<file path="config.mk">
export PLATFORM = sky130hd
export DESIGN_NAME = cpu_boot_sequencer
export DESIGN_NICKNAME = d
export VERILOG_FILES = /design/src/rtl/cpu_boot_sequencer.sv
export SDC_FILE = /design/constraint.sdc
export NUM_CORES = 1
export LEC_CHECK = 0
export BUFFER_PORTS_ARGS = -buffer_cell sky130_fd_sc_hd__clkbuf_2
export CORE_UTILIZATION = 44
export CTS_BUF_LIST = sky130_fd_sc_hd__clkbuf_8
export DETAILED_ROUTE_END_ITERATION = 7
export PLACE_DENSITY = 0.82
export SLEW_MARGIN = 25
export SYNTH_ARGS = -nofsm -noshare
export SYNTH_HDL_FRONTEND = slang
export SYNTH_SLANG_ARGS = --single-unit
</file>
<file path="constraint.sdc">
create_clock -name clock -period 4.97 [get_ports clock]
set_clock_uncertainty 0.05 [all_clocks]
set_input_delay 0.7455 -clock clock [delete_from_list [all_inputs] [get_ports clock]]
set_output_delay 0.7455 -clock clock [all_outputs]
set_load 0.01 [all_outputs]
</file>
<file path="src/rtl/cpu_boot_sequencer.sv">
// Boot sequencer: clears the register file, streams a program into memory,
// then releases the CPU reset for a fixed budget of cycles.
module cpu_boot_sequencer #(
  parameter int DATA_WIDTH     = 32,
  parameter int MEM_ADDR_WIDTH = 8,
  parameter int REG_COUNT      = 32,
  parameter int REG_ADDR_WIDTH = 5,
  parameter int CNT_WIDTH      = 16,
  parameter int INIT_MODE      = 1
) (
  input  logic                      clock,
  input  logic                      reset,
  input  logic                      start,
  input  logic                      abort,
  input  logic [CNT_WIDTH-1:0]      run_cycles,
  input  logic                      load_valid,
  input  logic [DATA_WIDTH-1:0]     load_data,
  input  logic                      load_last,
  output logic                      load_ready,
  output logic                      reg_we,
  output logic [REG_ADDR_WIDTH-1:0] reg_waddr,
  output logic [DATA_WIDTH-1:0]     reg_wdata,
  output logic                      mem_we,
  output logic [MEM_ADDR_WIDTH-1:0] mem_waddr,
  output logic [DATA_WIDTH-1:0]     mem_wdata,
  output logic                      cpu_reset,
  output logic                      busy,
  output logic                      done,
  output logic                      load_error,
  output logic [CNT_WIDTH-1:0]      cycle_count
);

  localparam logic [2:0] S_IDLE = 3'd0;
  localparam logic [2:0] S_REG  = 3'd1;
  localparam logic [2:0] S_MEM  = 3'd2;
  localparam logic [2:0] S_RUN  = 3'd3;
  localparam logic [2:0] S_DONE = 3'd4;

  logic [2:0]                state;
  logic [REG_ADDR_WIDTH-1:0] reg_cnt;
  logic [MEM_ADDR_WIDTH-1:0] mem_cnt;
  logic [CNT_WIDTH-1:0]      run_lat;
  logic [CNT_WIDTH-1:0]      cycle_nxt;
  logic                      reg_last;
  logic                      mem_full;

  assign reg_last  = reg_cnt == REG_ADDR_WIDTH'(REG_COUNT - 1);
  assign mem_full  = &mem_cnt;
  assign cycle_nxt = cycle_count + CNT_WIDTH'(1);

  assign load_ready = state == S_MEM;
  assign reg_we     = state == S_REG;
  assign mem_we     = load_ready && load_valid;
  assign cpu_reset  = state == S_RUN;
  assign done       = state == S_DONE;
  assign busy       = reg_we || load_ready || cpu_reset;

  // Register 0 is hard-wired to zero on the CPU side, so it never gets i.
  always_comb begin
    reg_wdata = '0;
    if (reg_we && INIT_MODE == 1 && reg_cnt != '0)
      reg_wdata = DATA_WIDTH'(reg_cnt);
  end

  assign reg_waddr = reg_we ? reg_cnt : '0;
  assign mem_waddr = mem_we ? mem_cnt : '0;
  assign mem_wdata = mem_we ? load_data : '0;

  always_ff @(posedge clock or negedge reset) begin
    if (!reset) begin
      state       <= S_IDLE;
      reg_cnt     <= '0;
      mem_cnt     <= '0;
      run_lat     <= '0;
      cycle_count <= '0;
      load_error  <= 1'b0;
    end else if (abort && state != S_IDLE) begin
      state <= S_IDLE;
    end else begin
      case (state)
        S_IDLE, S_DONE: begin
          if (start) begin
            state       <= S_REG;
            run_lat     <= run_cycles;
            cycle_count <= '0;
            load_error  <= 1'b0;
            reg_cnt     <= '0;
            mem_cnt     <= '0;
          end
        end
        S_REG: begin
          reg_cnt <= reg_cnt + REG_ADDR_WIDTH'(1);
          if (reg_last)
            state <= S_MEM;
        end
        S_MEM: begin
          if (load_valid) begin
            mem_cnt <= mem_cnt + MEM_ADDR_WIDTH'(1);
            if (load_last) begin
              state <= (run_lat == '0) ? S_DONE : S_RUN;
            end else if (mem_full) begin
              load_error <= 1'b1;
              state      <= S_DONE;
            end
          end
        end
        S_RUN: begin
          cycle_count <= cycle_nxt;
          if (cycle_nxt == run_lat)
            state <= S_DONE;
        end
        default: state <= S_IDLE;
      endcase
    end
  end

endmodule

</file>
==> reports/results.env <==
OUTCOME='finished clean'
COUNT_OF_HOLD_BUFFERS_INSERTED_BY_POST_CTS_REPAIR=0
DIE_W_UM=90.5
YS_DOMINANT_REG_CELL='sky130_fd_sc_hd__dfrtp_1'
CRIT_PATH_START_KIND='register'
VIA_COUNT_OF_THE_ROUTED_DESIGN=3269
SYNTHESIS.INSTANCES=396
POWER_REPORT.INTERNAL_TOTAL_uW=887
AREAGROWTHSYNTHTOFINISH_PCT=19.8
YS_SEQ_ELEMENTS=49
NETLIST.AREA_LEADER.SHARE_PCT=35.5
NETS=567
CTS-BUFFERS-INSERTED=5
RELSLEWSLACK_PCT=33.5
SYNTHMOSTINSTANTIATEDCELL='sky130_fd_sc_hd__dfrtp_1'
DRT_ITER0_DRC=255
WL_PER_CELL_UM=14.5
SYNTH_CELL_TYPES=50
FINAL_CELLS=607
CTS_ROOT_BUF='sky130_fd_sc_hd__clkbuf_8'
NETLIST_TOP_CELLS_COUNT='49 x sky130_fd_sc_hd__dfrtp_1, 46 x sky130_fd_sc_hd__and3_1, 34 x sky130_fd_sc_hd__o21ai_0'
TIMING.SETUP.TNS_NS=0
CAP_VIOL_MAX_COUNT=0
CP_DATA_REQUIRED_TIME_NS=4.17
CRITICAL_PATH.MAX_FANOUT=29
HP-CLASS='reg2reg'
POWERDENSITY_mW_PER_MM2=362
CTS_TREE='done'
VIAS_PER_CELL=5.39
HTREE_LEVELS=2
FMAXACHIEVABLE_MHz=357
YOSYSWARNINGS=0
SYNTH.LARGEST_AREA_CELL='sky130_fd_sc_hd__dfrtp_1'
FINAL-HOLD-VIOLATION-COUNT=0
POWER_FRAC_COMB_PCT=42.0
AREA_TAKEN_BY_MULTI_INPUT_LOGIC_GATES_SQ_MM=0.00202
FP.COREAREA_SQ_MM=0.00741
CLK_PIN_SLEW_NS=0.09
POST_SYNTH.CELL_AREA_AVG_SQ_UM=8.71
SYNTH-ASYNC-RESET-RATIO_PCT=100
FLOORPLAN.DIE.HEIGHT_UM=90.5
LEAKAGE_nW=2.17
FIN_CRIT_SH_PCT=56.3
NUMBER_OF_GLOBAL_ROUTE_VIAS_BEFORE_REPAIR=2984
GRT.OVERFLOW.TOTAL=0
CLOCK_SINKS=49
FLOORPLAN.IO_PINS=154
WORSTMARGINPINSLEW_NS=0.997
CTSLONGESTPATHBUFFERS=2
POSTCTSSETUPBUFFERS=0
GRT_MAX_DEGREE=50
GP_ROUTABILITY_CONGESTION=0.850
DETAILED_PLACE_HPWL_UM=6470
SWITCHING_PORTION_OF_TOTAL_POWER_PCT=40.8
PLACEMENT_ROWS=31
DRT.ANTENNA.VIOLATING_NETS=0
GRT_FIRST_PASS_WIRELENGTH_UM=14400
SEQUENTIALPOWERSHARE_PCT=41.9
PROPORTION_OF_LAYOUT_CELLS_WITH_A_DRIVE_SUFFIX_ABOVE_1_PCT=32.1
POST_CTS_RESIZE_COUNT=0
PLACE.PORT_BUFFERS=126
FLOORPLAN.DIE_AREA_SQ_MM=0.00820
VDD_DROP_MAX_V=0.000211
TIMING.FINAL.MAX_SLEW_VIOLATIONS=0
POST_SYNTH_MAIN_AREA_CONTRIBUTORS='sky130_fd_sc_hd__dfrtp_1 36%, sky130_fd_sc_hd__and3_1 8.3%, sky130_fd_sc_hd__buf_4 5.9%'
CLK-INSERTION-DELAY-LATE_NS=0.30
WORST_EP_ARRIVAL_TIME_NS=2.00
FINALCRITICALPERIOD_NS=2.80
SETUP_VIOL=0
ANTENNA_VIOLATIONS_BEFORE_REPAIR=0
STARTING_UTILIZATION_OF_THE_CORE_AREA_PCT=46.6
WORST_SETUP_PATH_END_KIND='output pin'
CRITICAL_PATH_CLASS='reg2out'
DRC_ERRORS=0
SYNTHESIS.AREA_SQ_MM=0.00345
SETUP_REPAIR_AFTER_GLOBAL_ROUTING_MISSED_ITS_MARGIN='false'
N_FILL_CELL=693
DR.PASS1.ITERS=5
YS_SEQ_AREA_SHARE_PCT=35.5
PLACED_CELLS_INCL_TAPS=599
COUNT_OF_FLIP_FLOPS_WITH_A_BUILT_IN_ENABLE_AFTER_SYNTHESIS=0
AREA.SEQUENTIAL_SQ_MM=0.00123
ANTENNA-DIODE-COUNT=0
NETSWITCHINGPOWER_uW=610
WIRELENGTH_UM=8810
GLOBALROUTETOTALUTIL_PCT=21.2
POWER_FRAC_CLOCK_PCT=16.1
==> worst paths after layout <==
path	startpoint	end	slack, ns	depth (start not counted)
max reg2reg	state[0]	cycle_count[7]	2.28	6
min	mem_cnt[0]	mem_cnt[0]	0.48	1
min in group asynchronous	reset	reg_cnt[1]	0.49	2
min reg2reg	mem_cnt[0]	mem_cnt[0]	0.48	1
max	state[2]	mem_waddr[3]	2.17	4
max in group asynchronous	reset	run_lat[13]	3.96	2
==> flip-flops by register name, summed over array words and instances (netlist names) <==
register     count
mem_cnt          8
reg_cnt          5
load_error       1
state            3
cycle_count     16
run_lat         16
==> power groups by stage <==
stage                     clock network, mW  registers [mW]  logic, mW
after floorplan                           0           0.579      0.491
after detailed placement                  0           0.634      0.613
after global routing                  0.257           0.644      0.691
after global placement                    0           0.626      0.592
final                                 0.241           0.628      0.629
after CTS                             0.244           0.625      0.619
==> worst max-delay path, stage by stage, from the launching register on <==
cell	delay, ns
sky130_fd_sc_hd__dfrtp_1	0.61
sky130_fd_sc_hd__nor3b_4	0.54
sky130_fd_sc_hd__buf_8	0.23
sky130_fd_sc_hd__and3_1	0.17
sky130_fd_sc_hd__clkbuf_2	0.14
==> kinds of logic after synthesis <==
group | after synthesis | share of synthesized area (%)
AO/OA/AOI/OAI | 57 | 9.54
buffers and inverters | 55 | 9.07
AND/OR/NAND/NOR | 180 | 30.3
adder cells (fa/ha/maj) | 5 | 1.81
XOR/XNOR | 31 | 7.87
flip-flops | 49 | 35.5
other | 1 | 0.109
multiplexers | 18 | 5.80
==> stage by stage <==
stage / worst slack, ns / util, % / hold slack (ns) / total power [mW] / instance area (sq um)
floorplan: 2.72 / - / 0.400 / 1.07 / 3550
global placement: 2.20 / 54.4 / 0.456 / 1.22 / 4030
detailed placement: 2.06 / 54.4 / 0.473 / 1.25 / 4030
CTS: 1.76 / 55.6 / 0.485 / 1.49 / 4120
global route: 2.01 / 55.8 / 0.509 / 1.59 / 4130
finish: 2.17 / 55.8 / 0.483 / 1.50 / 4130
==> final cells by class <==
class                           count  area share [%]
Clock buffer                        6            2.00
Clock inverter                      1          0.0908
Inverter                            5           0.454
Multi-Input combinational cell    318            48.8
Sequential cell                    49            29.7
Tap cell                           99            3.00
Timing Repair Buffer              129            16.0
==> per-layer routing <==
layer / wire (um) / vias to the layer above / track usage, %
met5: 0 / - / 0
met4: 174 / 0 / 7.66
met3: 496 / 19 / 3.37
met2: 4270 / 135 / 33.9
met1: 3870 / 1546 / 28.9
li1: - / 1569 / -
==> cells in the final DEF (no fill, tap or decap), drive strengths merged, types with 6 or more instances in the layout <==
| master | synthesis | layout |
|---|---|---|
| nand3 | 17 | 17 |
| nor4 | 8 | 8 |
| o21ai | 35 | 35 |
| dfrtp | 49 | 49 |
| nor3b | 7 | 7 |
| nand4 | 11 | 11 |
| inv | 5 | 6 |
| xor2 | 18 | 18 |
| and3 | 46 | 46 |
| nor3 | 11 | 11 |
| nand2 | 26 | 26 |
| o31ai | 8 | 8 |
| a21oi | 8 | 8 |
| conb | 1 | 27 |
| clkbuf | 19 | 132 |
| nor2 | 30 | 30 |
| and2 | 10 | 10 |
| mux2 | 16 | 16 |
| xnor2 | 13 | 13 |
Note: power is estimated with default switching activity, not from simulation.
